===== config.mk =====
export PLATFORM = sky130hd
export DESIGN_NAME = ysyx_22050598_icache_ctrl
export DESIGN_NICKNAME = d
export VERILOG_FILES = /design/src/rtl/ysyx_22050598_defines_pkg.sv /design/src/rtl/ysyx_22050598_icache_refill_buf.sv /design/src/rtl/ysyx_22050598_icache_ctrl.sv
export SDC_FILE = /design/constraint.sdc
export NUM_CORES = 1
export LEC_CHECK = 0
export ABC_CLOCK_PERIOD_IN_PS = 1700
export CAP_MARGIN = 10
export CORE_AREA = 2 2 193 195
export CTS_CLUSTER_DIAMETER = 120
export DETAILED_ROUTE_END_ITERATION = 8
export DIE_AREA = 0 0 195 197
export DONT_BUFFER_PORTS = 1
export PLACE_DENSITY_LB_ADDON = 0.08
export RECOVER_POWER = 50
export SLEW_MARGIN = 40
export SYNTH_ARGS = -nofsm -noshare
export SYNTH_HDL_FRONTEND = slang
export SYNTH_HIERARCHICAL = 1
export SYNTH_SLANG_ARGS = --single-unit

===== constraint.sdc =====
create_clock -name clk -period 1.7 [get_ports clk]
set_input_delay 0.425 -clock clk [delete_from_list [all_inputs] [get_ports clk]]
set_output_delay 0.425 -clock clk [all_outputs]
set_load 0.01 [all_outputs]

===== src/rtl/ysyx_22050598_defines_pkg.sv =====
// Shared definitions for the instruction cache controller: FSM encoding,
// line/set geometry and the word-select helper.
package ysyx_22050598_defines;

  localparam int LINE_BYTES = 16;
  localparam int SET_NUM    = 64;
  localparam int INDEX_W    = 6;
  localparam int OFFSET_W   = 4;
  localparam int BEAT_W     = 64;
  localparam int LINE_W     = 128;

  typedef enum logic [2:0] {
    S_IDLE   = 3'd0,
    S_LOOKUP = 3'd1,
    S_MISS   = 3'd2,
    S_REFILL = 3'd3,
    S_UPDATE = 3'd4,
    S_RESP   = 3'd5,
    S_FLUSH  = 3'd6
  } state_t;

  function automatic logic [31:0] word_sel(input logic [LINE_W-1:0] line,
                                           input logic [1:0] word);
    return line[{word, 5'b0} +: 32];
  endfunction

endpackage


===== src/rtl/ysyx_22050598_icache_refill_buf.sv =====
// Two-beat line assembler: beat 0 fills line[63:0], beat 1 fills line[127:64].
// The line completes on the second accepted beat whatever mem_rsp_last says.
module ysyx_22050598_icache_refill_buf
  import ysyx_22050598_defines::*;
(
  input  logic              clk,
  input  logic              rst,
  input  logic              en,
  input  logic              beat_valid,
  input  logic [BEAT_W-1:0] beat_data,
  input  logic              beat_last,
  output logic [LINE_W-1:0] line,
  output logic              done,
  output logic              proto_err
);

  logic beat_cnt;

  assign done      = en & beat_valid & beat_cnt;
  // last flag disagreeing with the beat count is reported but never acted on
  assign proto_err = en & beat_valid & (beat_last ^ beat_cnt);

  always_ff @(posedge clk) begin
    if (rst) begin
      beat_cnt <= 1'b0;
      line     <= '0;
    end else if (en && beat_valid) begin
      beat_cnt <= ~beat_cnt;
      if (beat_cnt) line[LINE_W-1:BEAT_W] <= beat_data;
      else          line[BEAT_W-1:0]      <= beat_data;
    end
  end

endmodule


===== src/rtl/ysyx_22050598_icache_ctrl.sv =====
// Blocking instruction cache controller (tag/data arrays live outside).
// Define YSYX_22050598_ICACHE_FENCE_EN to make fence_i invalidate all 64 sets.
module ysyx_22050598_icache_ctrl
  import ysyx_22050598_defines::*;
#(
  parameter int ADDR_W = 32,
  parameter int TAG_W  = 22,
  parameter int DW     = 23
) (
  input  logic              clk,
  input  logic              rst,
  input  logic              cpu_req_valid,
  output logic              cpu_req_ready,
  input  logic [ADDR_W-1:0] cpu_req_addr,
  output logic              cpu_rsp_valid,
  input  logic              cpu_rsp_ready,
  output logic [31:0]       cpu_rsp_data,
  output logic              tag_wen,
  output logic [5:0]        tag_set_index,
  output logic [DW-1:0]     tag_wdata,
  input  logic [DW-1:0]     tag_rdata,
  output logic              data_wen,
  output logic [5:0]        data_set_index,
  output logic [127:0]      data_wdata,
  input  logic [127:0]      data_rdata,
  output logic              mem_req_valid,
  input  logic              mem_req_ready,
  output logic [ADDR_W-1:0] mem_req_addr,
  input  logic              mem_rsp_valid,
  input  logic [63:0]       mem_rsp_data,
  input  logic              mem_rsp_last,
  input  logic              fence_i,
  output logic              fence_done,
  output logic [2:0]        dbg_state,
  output logic [1:0]        dbg_flags
);

  // Handshakes: a transfer happens on a rising edge where valid and ready are
  // both 1; valid-side payload stays stable from valid rising until that edge.

  state_t               state, state_nxt;
  logic [ADDR_W-1:2]    addr_q;
  logic [31:0]          rsp_data_q;
  logic                 fence_done_q;
  logic [LINE_W-1:0]    line;
  logic                 refill_done, proto_err, hit, fence_go;
  logic [TAG_W-1:0]     tag_q;
  logic [INDEX_W-1:0]   index_q;
  logic [1:0]           word_q;

  assign tag_q   = addr_q[10 +: TAG_W];
  assign index_q = addr_q[9:4];
  assign word_q  = addr_q[3:2];
  assign hit     = tag_rdata[DW-1] & (tag_rdata[TAG_W-1:0] == tag_q);
  // while the done pulse is out, a still-high fence_i is the same request
  assign fence_go = fence_i & ~fence_done_q;

  ysyx_22050598_icache_refill_buf u_refill_buf (
    .clk        (clk),
    .rst        (rst),
    .en         (state == S_REFILL),
    .beat_valid (mem_rsp_valid),
    .beat_data  (mem_rsp_data),
    .beat_last  (mem_rsp_last),
    .line       (line),
    .done       (refill_done),
    .proto_err  (proto_err)
  );

`ifdef YSYX_22050598_ICACHE_FENCE_EN
  logic [INDEX_W-1:0] flush_cnt;

  always_ff @(posedge clk) begin
    if (rst)                   flush_cnt <= '0;
    else if (state == S_FLUSH) flush_cnt <= flush_cnt + 1'b1;
  end
`endif

  always_ff @(posedge clk) begin
    if (rst) state <= S_IDLE;
    else     state <= state_nxt;
  end

  always_comb begin
    state_nxt = state;
    case (state)
      S_IDLE: begin
`ifdef YSYX_22050598_ICACHE_FENCE_EN
        if (fence_go)                           state_nxt = S_FLUSH;
        else
`endif
        if (cpu_req_valid && cpu_req_ready)     state_nxt = S_LOOKUP;
      end
      S_LOOKUP: state_nxt = hit ? S_RESP : S_MISS;
      S_MISS:   if (mem_req_ready) state_nxt = S_REFILL;
      S_REFILL: if (refill_done)   state_nxt = S_UPDATE;
      S_UPDATE: state_nxt = S_RESP;
      S_RESP:   if (cpu_rsp_ready) state_nxt = S_IDLE;
`ifdef YSYX_22050598_ICACHE_FENCE_EN
      S_FLUSH:  if (flush_cnt == 6'd63) state_nxt = S_IDLE;
`else
      S_FLUSH:  state_nxt = S_IDLE;
`endif
      default:  state_nxt = S_IDLE;
    endcase
  end

  always_comb begin
    cpu_req_ready = 1'b0;
    cpu_rsp_valid = 1'b0;
    mem_req_valid = 1'b0;
    tag_wen       = 1'b0;
    tag_set_index = index_q;
    tag_wdata     = '0;
    data_wen      = 1'b0;
    case (state)
      S_IDLE:   cpu_req_ready = ~fence_i;
      S_MISS:   mem_req_valid = 1'b1;
      S_UPDATE: begin
        tag_wen   = 1'b1;
        tag_wdata = {1'b1, tag_q};
        data_wen  = 1'b1;
      end
      S_RESP:   cpu_rsp_valid = 1'b1;
`ifdef YSYX_22050598_ICACHE_FENCE_EN
      S_FLUSH: begin
        tag_wen       = 1'b1;
        tag_set_index = flush_cnt;
      end
`endif
      default: ;
    endcase
  end

  always_ff @(posedge clk) begin
    if (rst) begin
      addr_q       <= '0;
      rsp_data_q   <= '0;
      fence_done_q <= 1'b0;
    end else begin
      fence_done_q <= 1'b0;
      case (state)
        S_IDLE: begin
`ifndef YSYX_22050598_ICACHE_FENCE_EN
          if (fence_go) fence_done_q <= 1'b1;
`endif
          if (cpu_req_valid && cpu_req_ready) addr_q <= cpu_req_addr[ADDR_W-1:2];
        end
        S_LOOKUP: if (hit) rsp_data_q <= word_sel(data_rdata, word_q);
        S_UPDATE: rsp_data_q <= word_sel(line, word_q);
`ifdef YSYX_22050598_ICACHE_FENCE_EN
        S_FLUSH:  if (flush_cnt == 6'd63) fence_done_q <= 1'b1;
`endif
        default: ;
      endcase
    end
  end

  assign cpu_rsp_data   = rsp_data_q;
  assign mem_req_addr   = {addr_q[ADDR_W-1:4], 4'b0};
  assign data_set_index = index_q;
  assign data_wdata     = line;
  assign fence_done     = fence_done_q;
  assign dbg_state      = state;
  assign dbg_flags      = {proto_err, cpu_req_valid & (|cpu_req_addr[1:0])};

endmodule


# [Word level (Yosys, flattened, before mapping)]
# Index checks and enable logic that the tools add are counted.
[totals] memories=0 mem_bits_ro=0 register_bits=195 input_bits=255 ramBits=0 out_inout_bits=238 latch_bits=0 elab_cells=56
[classes] n_div=0 addsub=0 n_mux=14 bitwise_logic=11 shift=2 reduce_logical=11 multipliers=0 n_eq_ne=11 magnitude_cmp=0
[op_table] op="$shiftx 128x8->32" count=2
[op_table] op="$pmux 32 s2" count=1
[op_table] op="$mux 32" count=1
[op_table] op="$mux 23" count=1
[op_table] op="$eq 22x22->1" count=1
[op_table] op="$pmux 3 s6" count=1
[op_table] op="$mux 3" count=5
[op_table] op="$ne 2x2->1 const B" count=5
[op_table] op="$reduce_and 2->1" count=4
[op_table] op="$and 1x1->1" count=6
[op_table] op="$eq 3x2->1 const B" count=2
[op_table] op="$eq 3x3->1 const B" count=2
[op_table] op="$mux 1" count=5
[op_table] op="$not 1->1" count=4
[op_table] op="$reduce_and 4->1" count=1
[op_table] op="$reduce_or 2->1" count=2
[op_table] op="$eq 3x1->1 const B" count=1
[op_table] op="$logic_not 3->1" count=1
[op_table] op="$logic_and 1x1->1" count=2
[op_table] op="$reduce_bool 2->1" count=1
[op_table] op="$xor 1x1->1" count=1

# [Depth between registers and ports, before layout]
# Gate-level depths: netlist (run 1).
[depth] word_depth=5 mapped_depth=9 mapped_depth_nobuf=8

# [Modules after synthesis]
# Netlist (run 1), hierarchy kept.
[by_module_without_submodules] mod="ysyx_22050598_icache_refill_buf" instances=1 cells_each=492 area_each_um2=5308.8
[by_module_without_submodules] mod="ysyx_22050598_icache_ctrl" instances=1 cells_each=460 area_each_um2=4941.0

# [Least setup slack after synthesis (run 1)]
# Ideal clock, no wire load.
[synth_path] path_type="register -> output" from="reg state[2], in the netlist dbg_state[2]" to="out tag_wdata[17]" arrival_time_ps=1543 path_stages_with_launch=7 required_ps=1275 n_path_buf=3 setup_slack_ps=-268 cell_sequence="dfxtp_1 -> buf_2 -> nand2b_4 -> nor2_4 -> buf_2 -> clkbuf_1 -> and2_2"
[synth_between] elab_chain_cells=2
[synth_rtl] item="start, declared" line_no="ysyx_22050598_icache_ctrl.sv:41" text="state_t state, state_nxt;"
[synth_rtl] item="start signal, assigned" line_no="ysyx_22050598_icache_ctrl.sv:81" text="else state <= state_nxt;"
[synth_rtl] item="$eq 3x3->1" line_no="ysyx_22050598_icache_ctrl.sv:116" text="case (state)"
[synth_rtl] item="$mux 23" line_no="ysyx_22050598_icache_ctrl.sv:116"
[synth_rtl] item="end, declared" line_no="ysyx_22050598_icache_ctrl.sv:20" text="output logic [DW-1:0] tag_wdata,"
# Every way passes these cells.

# [Worst setup path after layout (run 1)]
[layout_path] from="reg state[1], in the netlist dbg_state[1]" to="out cpu_req_ready"
[layout_between] elab_chain_cells=2
[layout_rtl] item="$logic_not 3->1" line_no="ysyx_22050598_icache_ctrl.sv:116"
[layout_rtl] item="$mux 1" line_no="ysyx_22050598_icache_ctrl.sv:116"
[layout_rtl] item="end, declared" line_no="ysyx_22050598_icache_ctrl.sv:13" text="output logic cpu_req_ready,"
# Every way passes these cells.

==> out/qor.csv, run 1 <==
stage,metric,value,unit
run_status,status,"finished, violations left",
run_status,failing checks,setup timing,
cells_and_area,fin cells,1463,
critical_path,"Slowest-stage cell, CP",or3_4,
sta,Final Hold Fails,0,
sta,FMAX,492.1,MHz
critical_path,largest stage delay on the critical path,0.41,ns
drt,Avg Vias per Cell,4.953,
synthesis,register area share after synthesis,0.3809,
clocking,CTS sink cnt,195,
clocking,Num CTS Buffers,17,
critical_path,Worst Path Required,1.27,ns
pwr,NetSw,2.500,mW
drt,DR vias,7246,
critical_path,crit end category,primary output,
pwr,Reg power frac,0.486,
sta,Hold WS,0.05170,ns
pwr,sw frac,0.2571,
pwr,logic gate share of total power,0.121,
global_routing,grt met3 use,0.06109,
floorplanning,DIE AREA,38420,µm²
cells_and_area,share of layout cells above drive strength 1,0.3310,
critical_path,worst setup path class,reg2out,
min_path,Hold Crit Class,in2reg,
clocking,Max clock buf depth,2,
cells_and_area,net count reported at finish,1237,
drt,Post-Route WL,37.77,mm
cells_and_area,total area of sequential cells,3925,µm²
critical_path,Reg2Reg Depth,9,
synthesis,"EDFF count, synth",0,
run,max-cap viol count,0,
sta,Final min period,2.032,ns
global_routing,largest net degree at the start of global routing,231,
floorplanning,Initial Util,0.2827,
global_routing,total track usage,0.1888,
drt,drt pass-1 iters,4,
clocking,worst skew pair latency,0.45,ns
global_routing,initial antenna violation count,3,
critical_path,CP Cell Sequence,buf_8 -> or3_4 -> buf_6 -> nor2_4,
pwr,clock network power share,0.393,
sta,unrepaired setup endpoints after global routing,yes,
drt,Final ANT Viol Nets,0,
sta,Clock Skews,0.01126,ns
synthesis,Ys Warns,6,
clocking,clk slew on worst S/H paths,0.08,ns
synthesis,"Distinct cells, synth",45,
sta,"Setup violations, final",189,
cells_and_area,design area,12800,µm²
placed_design,post-DP HPWL,25.82,mm
placed_design,Inst Count DP,1384,
placed_design,placed inst area,11030,µm²
synthesis,Async SR Flop Fraction,0,
clocking,CTS H-tree lvls,4,
pwr,worst vdd ir,668.2,µV
sta,Final WS setup,-0.3319,ns
sta,Max Slew Vio Count,0,
synthesis,ys flop type,dfxtp_1,
critical_path,CP Launch Type,flip-flop,
floorplanning,Die Width,195,µm
global_routing,GR Overflow Total,0,
global_routing,GRT Max-Usage Layer,met2,
floorplanning,Die Y,197,µm
floorplanning,core area,36260,µm²
clocking,CTS tree,yes,
sta,crit share post-route,1.195,
pwr,power density over cell area,759.3,nW/µm²
floorplanning,# IOs,493,
pwr,leakage power,4.670,nW
critical_path,Worst EP arrival,1.61,ns
pwr,cell-internal power,7.222,mW
clocking,root buf cell,clkbuf_16,
cells_and_area,final core utilization,0.3531,
cells_and_area,Area growth syn-to-layout,24.91,%
synthesis,Syn Inst Count,952,
global_routing,grt met2 use,0.3266,
drt,WL/cell,25.81,µm
critical_path,Crit Path Max Fanout,8,
cells_and_area,# fillers,3594,
pwr,total chip power,9.722,mW
global_routing,first-pass GRT wire length,52.79,mm
cells_and_area,area occupied by multi-input gates,5998,µm²
min_path,WHS Path Cells,1,
sta,Post-Route Setup TNS,-19.82,ns
drt,initial drt markers,230,
placed_design,pre-CTS setup slack,-0.2654,ns
synthesis,synthesized area,10250,µm²
drt,Remaining DRCs,0,
placed_design,Final Wtd Congestion,0.7446,
placed_design,port bufs,0,
global_routing,met1 Track Usage GR,0.2213,
global_routing,vias in the first global route,7712,
floorplanning,std cell rows,70,
synthesis,Seq cells post-synth,195,
synthesis,Syn Area/Cell,10.77,µm²
==> state kept, by name (all words and copies together) (netlist names) <==
name / count
u_refill_buf/line: 128
addr_q: 30
cpu_rsp_data: 32
fence_done: 1
u_refill_buf/beat_cnt: 1
dbg_state: 3
==> worst max-delay path, delay by kind of cell (launching register included) <==
family	cells	cell delay, ns
simple gates	2	0.51
flops	1	0.36
buf+inv	2	0.28
==> synthesized netlist by cell type (all sizes together) (2+ instances only) <==
library cell	n	area (µm²)
mux4	64	1441
and2	23	145.1
inv	2	7.500
dfxtp	195	3904
nand2b	196	1234
clkbuf	41	153.9
nor4	2	27.53
mux2i	160	1602
a21oi	35	178.9
xnor2	22	192.7
or2	2	12.52
nor2	7	33.78
nand3	3	15.01
buf	80	590.6
nand2	64	240.2
nand4	5	31.28
nor3b	2	15.01
o2bb2ai	32	280.3
==> power by group through the flow <==
stage               clock network [mW]  registers, mW  logic [mW]
floorplan                            0           4.80       0.799
global placement                     0           4.83       0.955
detailed placement                   0           4.83       0.955
CTS                               3.98           4.72        1.08
global route                      4.13           4.73        1.25
finish                            3.82           4.72        1.18
==> final cells by class <==
class	instances	area share
timing repair buffer	129	0.1370
clock buffer	24	0.03684
antenna	1	0.0001954
inverter	2	0.0009772
multi-input combinational	637	0.4685
tap	468	0.04573
clock inverter	7	0.004202
sequential	195	0.3066
==> routing by layer <==
metal	up-vias	wire (µm)
met1	3531	15580
met5	-	24
li1	3351	-
met2	324	18580
met4	4	741
met3	36	2836
==> cell families after synthesis <==
group / synth area share
multiplexers: 0.2969
AND/OR/NAND/NOR: 0.1753
XOR/XNOR: 0.01965
AO/OA/AOI/OAI: 0.05359
flip-flops: 0.3809
other: 0.0003659
buffers and inverters: 0.07336
==> repair_timing <==
action                     in CTS  in global routing
gates cloned                   13                  6
setup endpoints to repair     155                216
pin swaps                      19                 17
setup buffers                  23                 12
hold buffers                    0                  0
resized for setup              89                 72
==> final timing paths <==
path	startpoint	endpoint	slack (ns)
hold / removal	rst	addr_q[4]$_SDFFE_PP0P_	0.05
setup reg to reg	dbg_state[0]$_SDFFE_PP0P_	cpu_rsp_data[8]$_SDFFE_PP0P_	-0.32
hold reg to reg	fence_done$_SDFF_PP0_	fence_done$_SDFF_PP0_	0.52
setup / recovery	dbg_state[1]$_SDFFE_PP0P_	cpu_req_ready	-0.33
==> cells in the final DEF, fill, tap and decap left out, types with 6 or more instances in the layout <==
cell       count
dfxtp_2        8
mux4_2        64
buf_6         18
buf_16        10
buf_4         59
nand2_2       14
buf_8          6
a21oi_1       17
buf_12        29
xnor2_1       20
nand2_1       50
dfxtp_1      184
o2bb2ai_1     19
and2_4        23
nand2b_1     195
a21oi_2       17
clkbuf_16     22
mux2i_1      151
o2bb2ai_2     13
mux2i_2        7
(Power assumes the default switching activity.)
==> inputs of run 2 (changes only) <==
--- a/config.mk
+++ b/config.mk
@@ -5,7 +5,7 @@
 export SDC_FILE = /design/constraint.sdc
 export NUM_CORES = 1
 export LEC_CHECK = 0
-export ABC_CLOCK_PERIOD_IN_PS = 1700
+export ABC_CLOCK_PERIOD_IN_PS = 1690
 export CAP_MARGIN = 10
 export CORE_AREA = 2 2 193 195
 export CTS_CLUSTER_DIAMETER = 120
==> constraint.sdc (replaced) <==
create_clock -name clk -period 1.69 [get_ports clk]
set_input_delay 0.4225 -clock clk [delete_from_list [all_inputs] [get_ports clk]]
set_output_delay 0.4225 -clock clk [all_outputs]
set_load 0.01 [all_outputs]
==> run 2 against run 1 <==
Effect of this change: the flow still finishes with violations (setup timing); global-route usage up 0.089 points; sequential share of layout area fell by 0.34 points; die area unchanged; core utilization rose by 0.33 points; hold slack gained 0.033 ns; clock power up 3%; total power grew 1.9%; critical path type unchanged.
==> out/qor.csv, run 2 (synthesis gave the netlist of run 1 again) <==
stage,metric,value,unit
min_path,WHS Path Cells,2,
clocking,worst skew pair latency,0.45,ns
cells_and_area,max FFs per register,128,
cells_and_area,total area of sequential cells,3918,µm²
placed_design,Inst Count DP,1369,
run_status,status,"finished, violations left",
clocking,CTS H-tree lvls,4,
floorplanning,Initial Util,0.2827,
sta,unrepaired setup endpoints after global routing,yes,
global_routing,total track usage,0.1896,
placed_design,Final Wtd Congestion,0.7151,
sta,Final Hold Fails,0,
cells_and_area,net count reported at finish,1237,
sta,FMAX,486.2,MHz
floorplanning,Die Y,197,µm
drt,initial drt markers,236,
sta,Final min period,2.057,ns
drt,DR vias,7251,
drt,WL/cell,26.52,µm
sta,"Setup violations, final",195,
placed_design,post-DP HPWL,25.42,mm
run,max-cap viol count,0,
critical_path,crit end category,primary output,
cells_and_area,"leading cell type in the layout, fill and taps excluded",nand2b_1,
sta,Clock Skews,0.01261,ns
drt,drt pass-1 iters,6,
cells_and_area,most frequent cells in the layout,"195 x nand2b_1, 190 x dfxtp_1, 157 x mux2i_1",
drt,Remaining DRCs,0,
drt,Post-Route WL,38.85,mm
sta,Hold WS,0.08461,ns
clocking,Max clock buf depth,2,
pwr,leakage power,4.817,nW
floorplanning,core area,36260,µm²
floorplanning,std cell rows,70,
critical_path,Worst EP arrival,1.63,ns
cells_and_area,# fillers,3644,
sta,Final WS setup,-0.3667,ns
floorplanning,DIE AREA,38420,µm²
cells_and_area,fin cells,1465,
cells_and_area,Largest Register,u_refill_buf/line,
pwr,power density over cell area,766.8,nW/µm²
cells_and_area,share of layout cells above drive strength 1,0.3276,
floorplanning,# IOs,493,
sta,Max Slew Vio Count,0,
sta,crit share post-route,1.217,
global_routing,first-pass GRT wire length,53.02,mm
clocking,clk slew on worst S/H paths,0.08,ns
cells_and_area,Area growth syn-to-layout,26.09,%
floorplanning,Die Width,195,µm
cells_and_area,area occupied by multi-input gates,6026,µm²
global_routing,vias in the first global route,7424,
critical_path,Crit Path Max Fanout,8,
min_path,Hold Crit Class,in2reg,
clocking,root buf cell,clkbuf_16,
global_routing,GR Overflow Total,0,
clocking,CTS tree,yes,
drt,Final ANT Viol Nets,0,
critical_path,CP Launch Type,flip-flop,
global_routing,largest net degree at the start of global routing,231,
run_status,failing checks,setup timing,
clocking,CTS sink cnt,195,
critical_path,worst setup path class,reg2out,
critical_path,Reg2Reg Depth,9,
global_routing,initial antenna violation count,4,
placed_design,port bufs,0,
drt,Avg Vias per Cell,4.949,
critical_path,Worst Path Required,1.27,ns
clocking,cts hold-fix bufs,0,
pwr,worst vdd ir,680.4,µV
clocking,Num CTS Buffers,17,
run 2: cell types whose count changed in the layout (fill, tap and decap cells not counted), moves of 11 or more:
cell	change
buf_4	-11
o2bb2ai_2	-13
o2bb2ai_1	+13
nand2_4	+20
nand2_1	-11
run 2: final timing paths:
kind	startpoint	endpoint	slack (ns)
worst min-delay path	cpu_req_addr[7]	addr_q[7]$_SDFFE_PP0P_	0.08
worst max-delay path	dbg_state[1]$_SDFFE_PP0P_	cpu_req_ready	-0.37
worst max register to register	dbg_state[1]$_SDFFE_PP0P_	cpu_rsp_data[9]$_SDFFE_PP0P_	-0.30
worst min register to register	cpu_rsp_data[31]$_SDFFE_PP0P_	cpu_rsp_data[31]$_SDFFE_PP0P_	0.51
run 2: cell type report:
type / instances / share of cell area
timing repair buffer: 129 / 0.1419
inverter: 2 / 0.001355
antenna: 2 / 0.0003873
tap: 468 / 0.04531
clock inverter: 10 / 0.005712
sequential: 195 / 0.3031
multi-input combinational: 637 / 0.4663
clock buffer: 22 / 0.03592
run 2: routing by layer:
layer | wire length [µm] | up-vias | share of wire | global-route usage
met5 | 27 | - | 0.00069 | 0
met4 | 592 | 4 | 0.015 | 0.05202
met3 | 2935 | 34 | 0.076 | 0.06656
met2 | 18970 | 310 | 0.49 | 0.3254
met1 | 16330 | 3553 | 0.42 | 0.2248
li1 | - | 3350 | - | -
run 2: metrics by stage:
stage / worst slack, ns / TNS, ns / instance area [µm²] / utilization / total power [mW]
floorplan: -0.1115 / -11.14 / 10270 / - / 5.632
global placement: -0.2133 / -11.44 / 10900 / 0.3007 / 5.833
detailed placement: -0.2337 / -11.37 / 10900 / 0.3007 / 5.837
CTS: -0.4185 / -29.70 / 12420 / 0.3426 / 10.04
global route: -0.4243 / -43.88 / 12920 / 0.3563 / 10.33
finish: -0.3667 / -28.50 / 12920 / 0.3564 / 9.909
run 2: critical path: stages, from the launching register on:
cell	delay [ns]
dfxtp_4	0.36
buf_8	0.14
or3_4	0.37
buf_6	0.13
nor2_4	0.07
buf_6	0.11
run 2: repair_timing:
action	CTS	global route
endpoints found under the hold margin	0	0
gates cloned	15	11
pin swaps	37	38
endpoints found under the setup margin	153	222
setup buffers	28	24
gates resized for setup	103	104
run 2: report_power, final:
group	switching [mW]	leakage [nW]	internal (mW)	total [mW]
clock network	1.97	0.261	1.98	3.95
registers	0.0940	1.58	4.66	4.75
logic	0.531	2.98	0.681	1.21
total	2.59	4.82	7.32	9.91
==> inputs of run 3 (changes only) <==
==> constraint.sdc (replaced) <==
create_clock -name clk -period 1.69 [get_ports clk]
set_input_delay 0.4225 -clock clk [delete_from_list [all_inputs] [get_ports clk]]
set_output_delay 0.4225 -clock clk [all_outputs]
set_load 0.02 [all_outputs]
==> run 3 against run 2 <==
Effect of this change: the run still ends with setup timing left; global-route usage is essentially flat; via count grew 2.0%; total power grew 5.6%; maximum frequency grew 4.4%; sequential cell count is the same; critical path depth is the same; first-iteration DRC count shrank 6.8%; worst setup slack gained 0.086 ns; cell area grew 0.25%; sequential power is essentially flat; largest power group unchanged.
==> out/qor.csv, run 3 (synthesis gave the netlist of run 1 again) <==
stage,metric,value,unit
floorplanning,Die Width,195,µm
critical_path,critical path's top delay family,simple AND/OR/NAND/NOR gates,
cells_and_area,max FFs per register,128,
clocking,CTS tree,yes,
cells_and_area,Largest Register,u_refill_buf/line,
critical_path,Worst EP arrival,1.55,ns
global_routing,GR Overflow Total,0,
clocking,CTS H-tree lvls,4,
floorplanning,Die Y,197,µm
cells_and_area,most frequent cells in the layout,"195 x nand2b_1, 186 x dfxtp_1, 155 x mux2i_1",
sta,crit share post-route,1.166,
cells_and_area,# fillers,3659,
floorplanning,DIE AREA,38420,µm²
global_routing,vias in the first global route,7556,
critical_path,Worst Path Required,1.27,ns
cells_and_area,Area growth syn-to-layout,26.40,%
critical_path,CP bufs+invs,2,
critical_path,CP Cell Sequence,nand2b_4 -> nor2_4 -> buf_12 -> buf_16 -> and2_4,
run_status,status,"finished, violations left",
global_routing,initial antenna violation count,3,
sta,Final Hold Fails,0,
global_routing,first-pass GRT wire length,53.23,mm
drt,Final ANT Viol Nets,0,
pwr,power density over cell area,807.6,nW/µm²
cells_and_area,share of layout cells above drive strength 1,0.3177,
critical_path,Crit Path Max Fanout,8,
sta,Final WS setup,-0.2805,ns
drt,DR vias,7398,
placed_design,Final Wtd Congestion,0.7454,
clocking,Max clock buf depth,2,
critical_path,largest stage delay on the critical path,0.33,ns
sta,Post-Route Setup TNS,-22.10,ns
floorplanning,std cell rows,70,
sta,unrepaired setup endpoints after global routing,yes,
global_routing,largest net degree at the start of global routing,231,
sta,Slew headroom,0.5998,
pwr,leakage power,4.861,nW
floorplanning,Initial Util,0.2827,
drt,WL/cell,25.73,µm
clocking,clk slew on worst S/H paths,0.08,ns
floorplanning,# IOs,493,
drt,Remaining DRCs,0,
drt,Avg Vias per Cell,4.948,
critical_path,"Slowest-stage cell, CP",dfxtp_2,
clocking,CTS sink cnt,195,
cells_and_area,net count reported at finish,1268,
sta,pin slew with the least headroom to its limit,0.5994,ns
drt,drt pass-1 iters,4,
placed_design,post-DP HPWL,26.54,mm
placed_design,placed inst area,11210,µm²
critical_path,CP Launch Type,flip-flop,
min_path,Hold Crit Class,in2reg,
critical_path,R2R setup slack,-0.26,ns
critical_path,crit end category,primary output,
drt,initial drt markers,220,
clocking,cts hold-fix bufs,0,
clocking,worst skew pair latency,0.45,ns
placed_design,port bufs,0,
sta,Final min period,1.971,ns
cells_and_area,"leading cell type in the layout, fill and taps excluded",nand2b_1,
pwr,worst vdd ir,675.8,µV
sta,"Setup violations, final",184,
clocking,Num CTS Buffers,17,
critical_path,worst setup path class,reg2out,
sta,FMAX,507.5,MHz
floorplanning,core area,36260,µm²
sta,Max Slew Vio Count,0,
run,max-cap viol count,0,
global_routing,total track usage,0.1897,
run_status,failing checks,setup timing,
sta,Clock Skews,0.01448,ns
drt,Post-Route WL,38.46,mm
clocking,root buf cell,clkbuf_16,
cells_and_area,design area,12960,µm²
[run 3: changes by cell type in the layout (fill, tap and decap cells not counted), sizes merged]
cell,before,now
buf,120,145
bufinv,0,3
clkbuf,29,30
clkinv,5,6
diode,2,1
inv,5,6
[run 3: path summary, 6_finish.rpt]
| path | start | to | cells after the start |
|---|---|---|---|
| worst max-delay path | dbg_state[0]$_SDFFE_PP0P_ | tag_wdata[17] | 5 |
| worst min-delay path | rst | addr_q[8]$_SDFFE_PP0P_ | 1 |
| worst max register to register | dbg_state[0]$_SDFFE_PP0P_ | cpu_rsp_data[28]$_SDFFE_PP0P_ | 8 |
| worst min register to register | cpu_rsp_data[0]$_SDFFE_PP0P_ | cpu_rsp_data[0]$_SDFFE_PP0P_ | 1 |
[run 3: power by group]
| group | internal [mW] | leakage (nW) | switching, mW |
|---|---|---|---|
| Combinational | 0.681 | 2.98 | 0.594 |
| Clock | 2.38 | 0.299 | 2.07 |
| Sequential | 4.66 | 1.58 | 0.0831 |
[run 3: worst reg2reg max path, delay by kind of cell (launching register included)]
kind	cells	cell delay [ns]
AO/OA/AOI/OAI	1	0.09
buffers and inverters	3	0.46
flip-flops	1	0.33
multiplexers	2	0.71
AND/OR/NAND/NOR	2	0.26
[run 3: repair_timing]
action                     4_1_cts  5_1_grt
cloned                          10       10
setup endpoints to repair      136      208
gates resized for setup         63       40
pin swaps                       10       16
buffers inserted                14       21
hold endpoints to repair         0        0
[run 3: metal layers]
metal	GRT usage	vias up	wire, µm
met3	0.06674	28	2980
li1	-	3405	-
met4	0.05344	2	563
met5	0	-	13
met2	0.3374	302	19870
met1	0.2145	3661	15030
[run 3: area by class of cell]
cell class                      instances  area (µm²)  share of cell area
Clock buffer                           17       425.4             0.03283
Inverter                                2       12.51           0.0009657
Sequential cell                       195        3918              0.3024
Multi-Input combinational cell        637        5848              0.4514
Tap cell                              468       585.6             0.04520
Antenna cell                            1       2.502           0.0001931
Clock inverter                         15       198.9             0.01535
Timing Repair Buffer                  160        1966              0.1517
[run 3: per-stage QoR]
stage                     hold WS, ns  setup slack (ns)  instances  power [mW]  utilization
after floorplan                0.4634           -0.1135        955       5.716            -
after global placement         0.5120           -0.2029       1409       5.917       0.3090
after detailed placement       0.5129           -0.2055       1409       5.917       0.3090
after CTS                     0.01576           -0.3209       1465       10.59       0.3429
after global routing         0.009073           -0.3443       1495       10.86       0.3573
final                         0.03126           -0.2805       1495       10.46       0.3573
